==> src/rtl/bus_arbiter.sv <==
`default_nettype none
// ============================================================================
// Module      : bus_arbiter
// Description : Round-robin arbiter for the shared multi-master bus. Takes the
//               active-low request lines, drives one-cold active-low grants,
//               and holds the grant while FRAME_B/IRDY_B show a transaction
//               in flight. Revokes an unused grant after TIMEOUT cycles.
// Revision    : 1.0 - initial release
// ============================================================================
module bus_arbiter #(
    parameter int NUM_MASTERS = 8,
    parameter int TIMEOUT     = 16
) (
    input  logic                   clk,
    input  logic                   rst,
    input  logic [NUM_MASTERS-1:0] req_b,
    input  logic                   frame_b,
    input  logic                   irdy_b,
    output logic [NUM_MASTERS-1:0] gnt_b,
    output logic [2:0]             owner,
    output logic                   owner_valid,
    output logic                   timeout_evt
);

    localparam int c_CNT_W = (TIMEOUT > 2) ? $clog2(TIMEOUT) : 1;
    localparam logic [c_CNT_W-1:0] c_TMO_LAST = c_CNT_W'(TIMEOUT - 1);

    localparam logic [1:0] c_IDLE  = 2'd0;
    localparam logic [1:0] c_GRANT = 2'd1;
    localparam logic [1:0] c_BUSY  = 2'd2;
    localparam logic [1:0] c_TURN  = 2'd3;

    logic [1:0]             r_state;
    logic [NUM_MASTERS-1:0] r_gnt_b;
    logic [2:0]             r_owner;
    logic                   r_owner_valid;
    logic                   r_timeout_evt;
    logic [2:0]             r_last;
    logic [c_CNT_W-1:0]     r_cnt;

    logic                   w_any;
    logic [2:0]             w_sel;
    logic [NUM_MASTERS-1:0] w_sel_oh;
    logic                   w_owner_req;

    // Round-robin pick: scan last+1, last+2, ... (mod NUM_MASTERS) for the
    // first active-low request; the first hit stops further matches.
    always_comb begin
        w_any    = 1'b0;
        w_sel    = 3'd0;
        w_sel_oh = '0;
        for (int k = 1; k <= NUM_MASTERS; k++) begin
            for (int i = 0; i < NUM_MASTERS; i++) begin
                if (!w_any && (i == ((int'(r_last) + k) % NUM_MASTERS)) && !req_b[i]) begin
                    w_any       = 1'b1;
                    w_sel       = 3'(i);
                    w_sel_oh[i] = 1'b1;
                end
            end
        end
    end

    // Request line of the current owner (reads as idle for nonexistent indices).
    always_comb begin
        w_owner_req = 1'b1;
        for (int i = 0; i < NUM_MASTERS; i++) begin
            if (r_owner == 3'(i)) begin
                w_owner_req = req_b[i];
            end
        end
    end

    // Arbitration state machine with registered grant/owner/timeout outputs.
    always_ff @(posedge clk or posedge rst) begin
        if (rst) begin
            r_state       <= c_IDLE;
            r_gnt_b       <= '1;
            r_owner       <= 3'd0;
            r_owner_valid <= 1'b0;
            r_timeout_evt <= 1'b0;
            r_last        <= 3'(NUM_MASTERS - 1);
            r_cnt         <= '0;
        end else begin
            r_timeout_evt <= 1'b0;
            case (r_state)
                c_IDLE: begin
                    if (w_any) begin
                        r_gnt_b       <= ~w_sel_oh;
                        r_owner       <= w_sel;
                        r_owner_valid <= 1'b1;
                        r_last        <= w_sel;
                        r_cnt         <= '0;
                        r_state       <= c_GRANT;
                    end
                end
                c_GRANT: begin
                    // Frame start beats withdrawal and timeout on the same edge.
                    if (!frame_b) begin
                        r_state <= c_BUSY;
                    end else if (w_owner_req) begin
                        r_gnt_b       <= '1;
                        r_owner_valid <= 1'b0;
                        r_state       <= c_TURN;
                    end else if (r_cnt == c_TMO_LAST) begin
                        r_gnt_b       <= '1;
                        r_owner_valid <= 1'b0;
                        r_timeout_evt <= 1'b1;
                        r_state       <= c_TURN;
                    end else begin
                        r_cnt <= r_cnt + c_CNT_W'(1);
                    end
                end
                c_BUSY: begin
                    if (frame_b && irdy_b) begin
                        r_gnt_b       <= '1;
                        r_owner_valid <= 1'b0;
                        r_state       <= c_TURN;
                    end
                end
                c_TURN: begin
                    r_state <= c_IDLE;
                end
                default: begin
                    r_state <= c_IDLE;
                end
            endcase
        end
    end

    assign gnt_b       = r_gnt_b;
    assign owner       = r_owner;
    assign owner_valid = r_owner_valid;
    assign timeout_evt = r_timeout_evt;

endmodule
`default_nettype wire
==> config.mk <==
export PLATFORM = sky130hd
export DESIGN_NAME = bus_arbiter
export DESIGN_NICKNAME = d
export VERILOG_FILES = /design/src/rtl/bus_arbiter.sv
export SDC_FILE = /design/constraint.sdc
export NUM_CORES = 1
export LEC_CHECK = 0
export ABC_CLOCK_PERIOD_IN_PS = 3800
export BUFFER_PORTS_ARGS = -buffer_cell sky130_fd_sc_hd__buf_2
export CORE_UTILIZATION = 55
export CTS_CLUSTER_SIZE = 12
export DETAILED_ROUTE_END_ITERATION = 6
export GPL_TIMING_DRIVEN = 1
export PLACE_DENSITY = 0.8
export SLEW_MARGIN = 20
export SYNTH_ARGS = -nofsm -noshare
export SYNTH_HDL_FRONTEND = slang
export SYNTH_SLANG_ARGS = --single-unit
==> constraint.sdc <==
create_clock -name clk -period 3.8 [get_ports clk]
set_input_delay 0.76 -clock clk [delete_from_list [all_inputs] [get_ports clk]]
set_output_delay 0.76 -clock clk [all_outputs]
set_load 0.02 [all_outputs]
==> impl_results.md <==
* Starting Density at approximately three fifths
* ANT cells at 0
* Final hold slack at 0.5286 ns
* Core Area at ~4400 sq um
* WL/cell at 20.58 um
* Multi-input logic area at about 1800 sq um
* Slew margin rel. at 45.70%
* Initial antenna violation count at 0
* Filler instances at 370
* Clock Latency Late Sink at around 0.27 ns
* HPWL after detailed placement at 5686 um
* HP Class: reg -> reg
* Register Area at 564.3 sq um
* Die area at roughly 5000 sq um
* Fin crit period at 3.466 ns
* # rows at 24
* Outcome: complete, no violations
* Top Family by Delay on Critical Path: compound AO/OA/AOI/OAI gates
* Arrival time at the worst endpoint at 3.67 ns
* Seq/Total Area, Yosys at 21.67%
* Die width at 70.81 um
* CTS H-Tree Depth at 1
* Area contributors post-synth: dfstp_2 (11%), dfrtp_1 (11%), nand2_1 (4.9%)
* Fin crit share at 91.21%
* Unrepaired setup endpoints after global routing: no
* Share of cells above drive strength 1 at approximately a fifth
* Synthesis warning total at 0
* Final Wtd Congestion at between 1 and 1.5
* Post_cts resized at 0
* Pins Over Slew Limit at 0
* Syn Nets at ~350
* Port Buffer Count at 24
* Asr flop ratio synth at 100.0%
* Yosys top cell area share at 11.10%
* Area growth, synth to finish at 5.142%
* Startpoint types: register
* EDFF count, synth at 0
* I/O Pins at 25
* Worst slew pin tran at between 0.8 and 0.9 ns
* Global-route wire length before repair at about 13000 um
* Achievable Freq at 0.2885 GHz
* CTS tree: built
* Mapped Area at between 2000 and 3000 sq um
* Yosys reg bits at 22
* Max-Cap Viols at 0
* Cell taking the most area after synthesis: dfstp_2
* Worst-path fanout max at 12
* WS Path Type: reg -> reg
* Clk buf depth at 2
* Post-CTS Hold Buffers at 0
* GRT overflow at 0
* Cells after synthesis at 330
* Crit-path cells: clkinv_1, ha_1, nor4b_1, a211oi_1, o21ai_2, nor3_2, a41oi_1, o221ai_1, nand2_1, o22a_1
* Worst-path clk slew at 0.08 ns
* Final wirelength at 8006 um
* Placed cell areas at 2671 sq um
* Drt drc at 0
* Post-route cell area at 2738 sq um
* Fin Clk Skew at 0.003161 ns
* Antenna Nets Post-Route at 0
* Vias in the first global route at 2582
* Vias post-DR at approximately 2800
* Pre-antenna DRT Iters at 7
* Distinct cell type count after synthesis at 72
* Top_reg_cell synth: dfstp_2
* CTS Sinks at 22
* Largest net degree at the start of global routing at just under 50
* 1st-iter DRT viols at 334
* Setup bufs post-CTS at 0
* Die H at 70.81 um
* Worst EP required at roughly 4.0 ns
* TNS Setup at 0 ns
* Setup violations, final at 0
* Mean post-synth cell area at 7.890 sq um
* Number of CTS-inserted buffers at 3
* Crit-path slowest cell: nor3_2
* Clk root buf: clkbuf_8
* Crit path capture type: register
* Layout Nets at 356
* Hold Vio Cnt, Final at 0
* Buffers & Inverters on Critical Path at 1
* Vias per Instance at 7.206
* CP max stage delay at 0.67 ns
* GRT Total Usage at 33.19%
sequential cells by signal, summed over array words and instances (netlist names):
name,cells
owner,3
r_cnt,4
r_state,2
r_last,3
owner_valid,1
gnt_b,8
timeout_evt,1
worst min-delay path, cell delays in order, from the launching register on:
cell and delay, ns:
dfstp_2 0.38, nor2_1 0.10, a31oi_1 0.05
cells in the mapped netlist (all sizes together) (4+ instances only):
| cell type | count |
|---|---|
| a211oi | 4 |
| a21oi | 13 |
| a22o | 4 |
| a31oi | 10 |
| and3 | 5 |
| buf | 17 |
| clkbuf | 12 |
| dfrtp | 11 |
| dfstp | 11 |
| ha | 6 |
| inv | 10 |
| mux2 | 4 |
| mux2i | 10 |
| nand2 | 34 |
| nand2b | 4 |
| nand3 | 8 |
| nand3b | 5 |
| nand4 | 12 |
| nor2 | 32 |
| nor2b | 8 |
| nor3 | 9 |
| nor4 | 11 |
| o21ai | 18 |
| o22a | 8 |
| o22ai | 6 |
| or3 | 5 |
per-stage QoR:
step | cells | utilization (%) | setup slack (ns)
floorplan | 330 | - | 0.6137
global placement | 385 | 60.11 | 0.3143
finish | 389 | 61.60 | 0.3340
CTS | 389 | 61.60 | 0.3945
detailed placement | 385 | 60.11 | 0.3766
global route | 389 | 61.60 | 0.07404
cell type report:
class | instances | area share [%]
multi-input combinational | 267 | 66.36
sequential | 22 | 20.61
timing repair buffer | 32 | 6.581
clock buffer | 4 | 2.422
tap | 52 | 2.377
inverter | 12 | 1.645
metal layers:
layer  global-route usage [%]  share of wire, %
met1                    48.34                43
met2                    49.68                41
met3                    8.120                12
met4                    7.778               3.5
met5                        0                 0
kinds of logic (layout without fill, tap and decap cells):
| logic type | count (synthesis) | in the layout | share of synthesized area, % |
|---|---|---|---|
| and+or+nand+nor | 148 | 148 | 32.20 |
| AOI/OAI and AO/OA | 97 | 97 | 27.39 |
| buffers and inverters | 41 | 48 | 8.553 |
| DFF | 22 | 22 | 21.67 |
| muxes | 16 | 16 | 7.304 |
| adders and majority gates | 6 | 6 | 2.883 |
placed cells by master, fill, tap and decap left out, types with 8 or more instances in the layout:
cell type  instances
a21oi_1           13
mux2i_1           10
o22a_1             8
dfstp_2           11
a31oi_1           10
dfrtp_1           11
o21ai_0           16
nor2b_1            8
nand2_1           34
nor4_1             8
nand4_1           10
buf_2             24
buf_4              8
nor2_1            32
inv_1             10
path summary, 6_finish.rpt:
| kind | startpoint | endpoint | slack (ns) | cells past startpoint |
|---|---|---|---|---|
| worst max register to register | r_last[2] | gnt_b[5] | 0.33 | 10 |
| worst min-delay path | gnt_b[0] | gnt_b[0] | 0.53 | 2 |
| worst max-delay path | r_last[2] | gnt_b[5] | 0.33 | 10 |
| min in group asynchronous | rst | owner_valid | 0.64 | 2 |
| worst min register to register | gnt_b[0] | gnt_b[0] | 0.53 | 2 |
| max in group asynchronous | rst | r_state[1] | 2.66 | 2 |
Power is left out: the tool's default activity adds up to more than one toggle a clock period on the data nets, which glitch-free logic cannot reach.
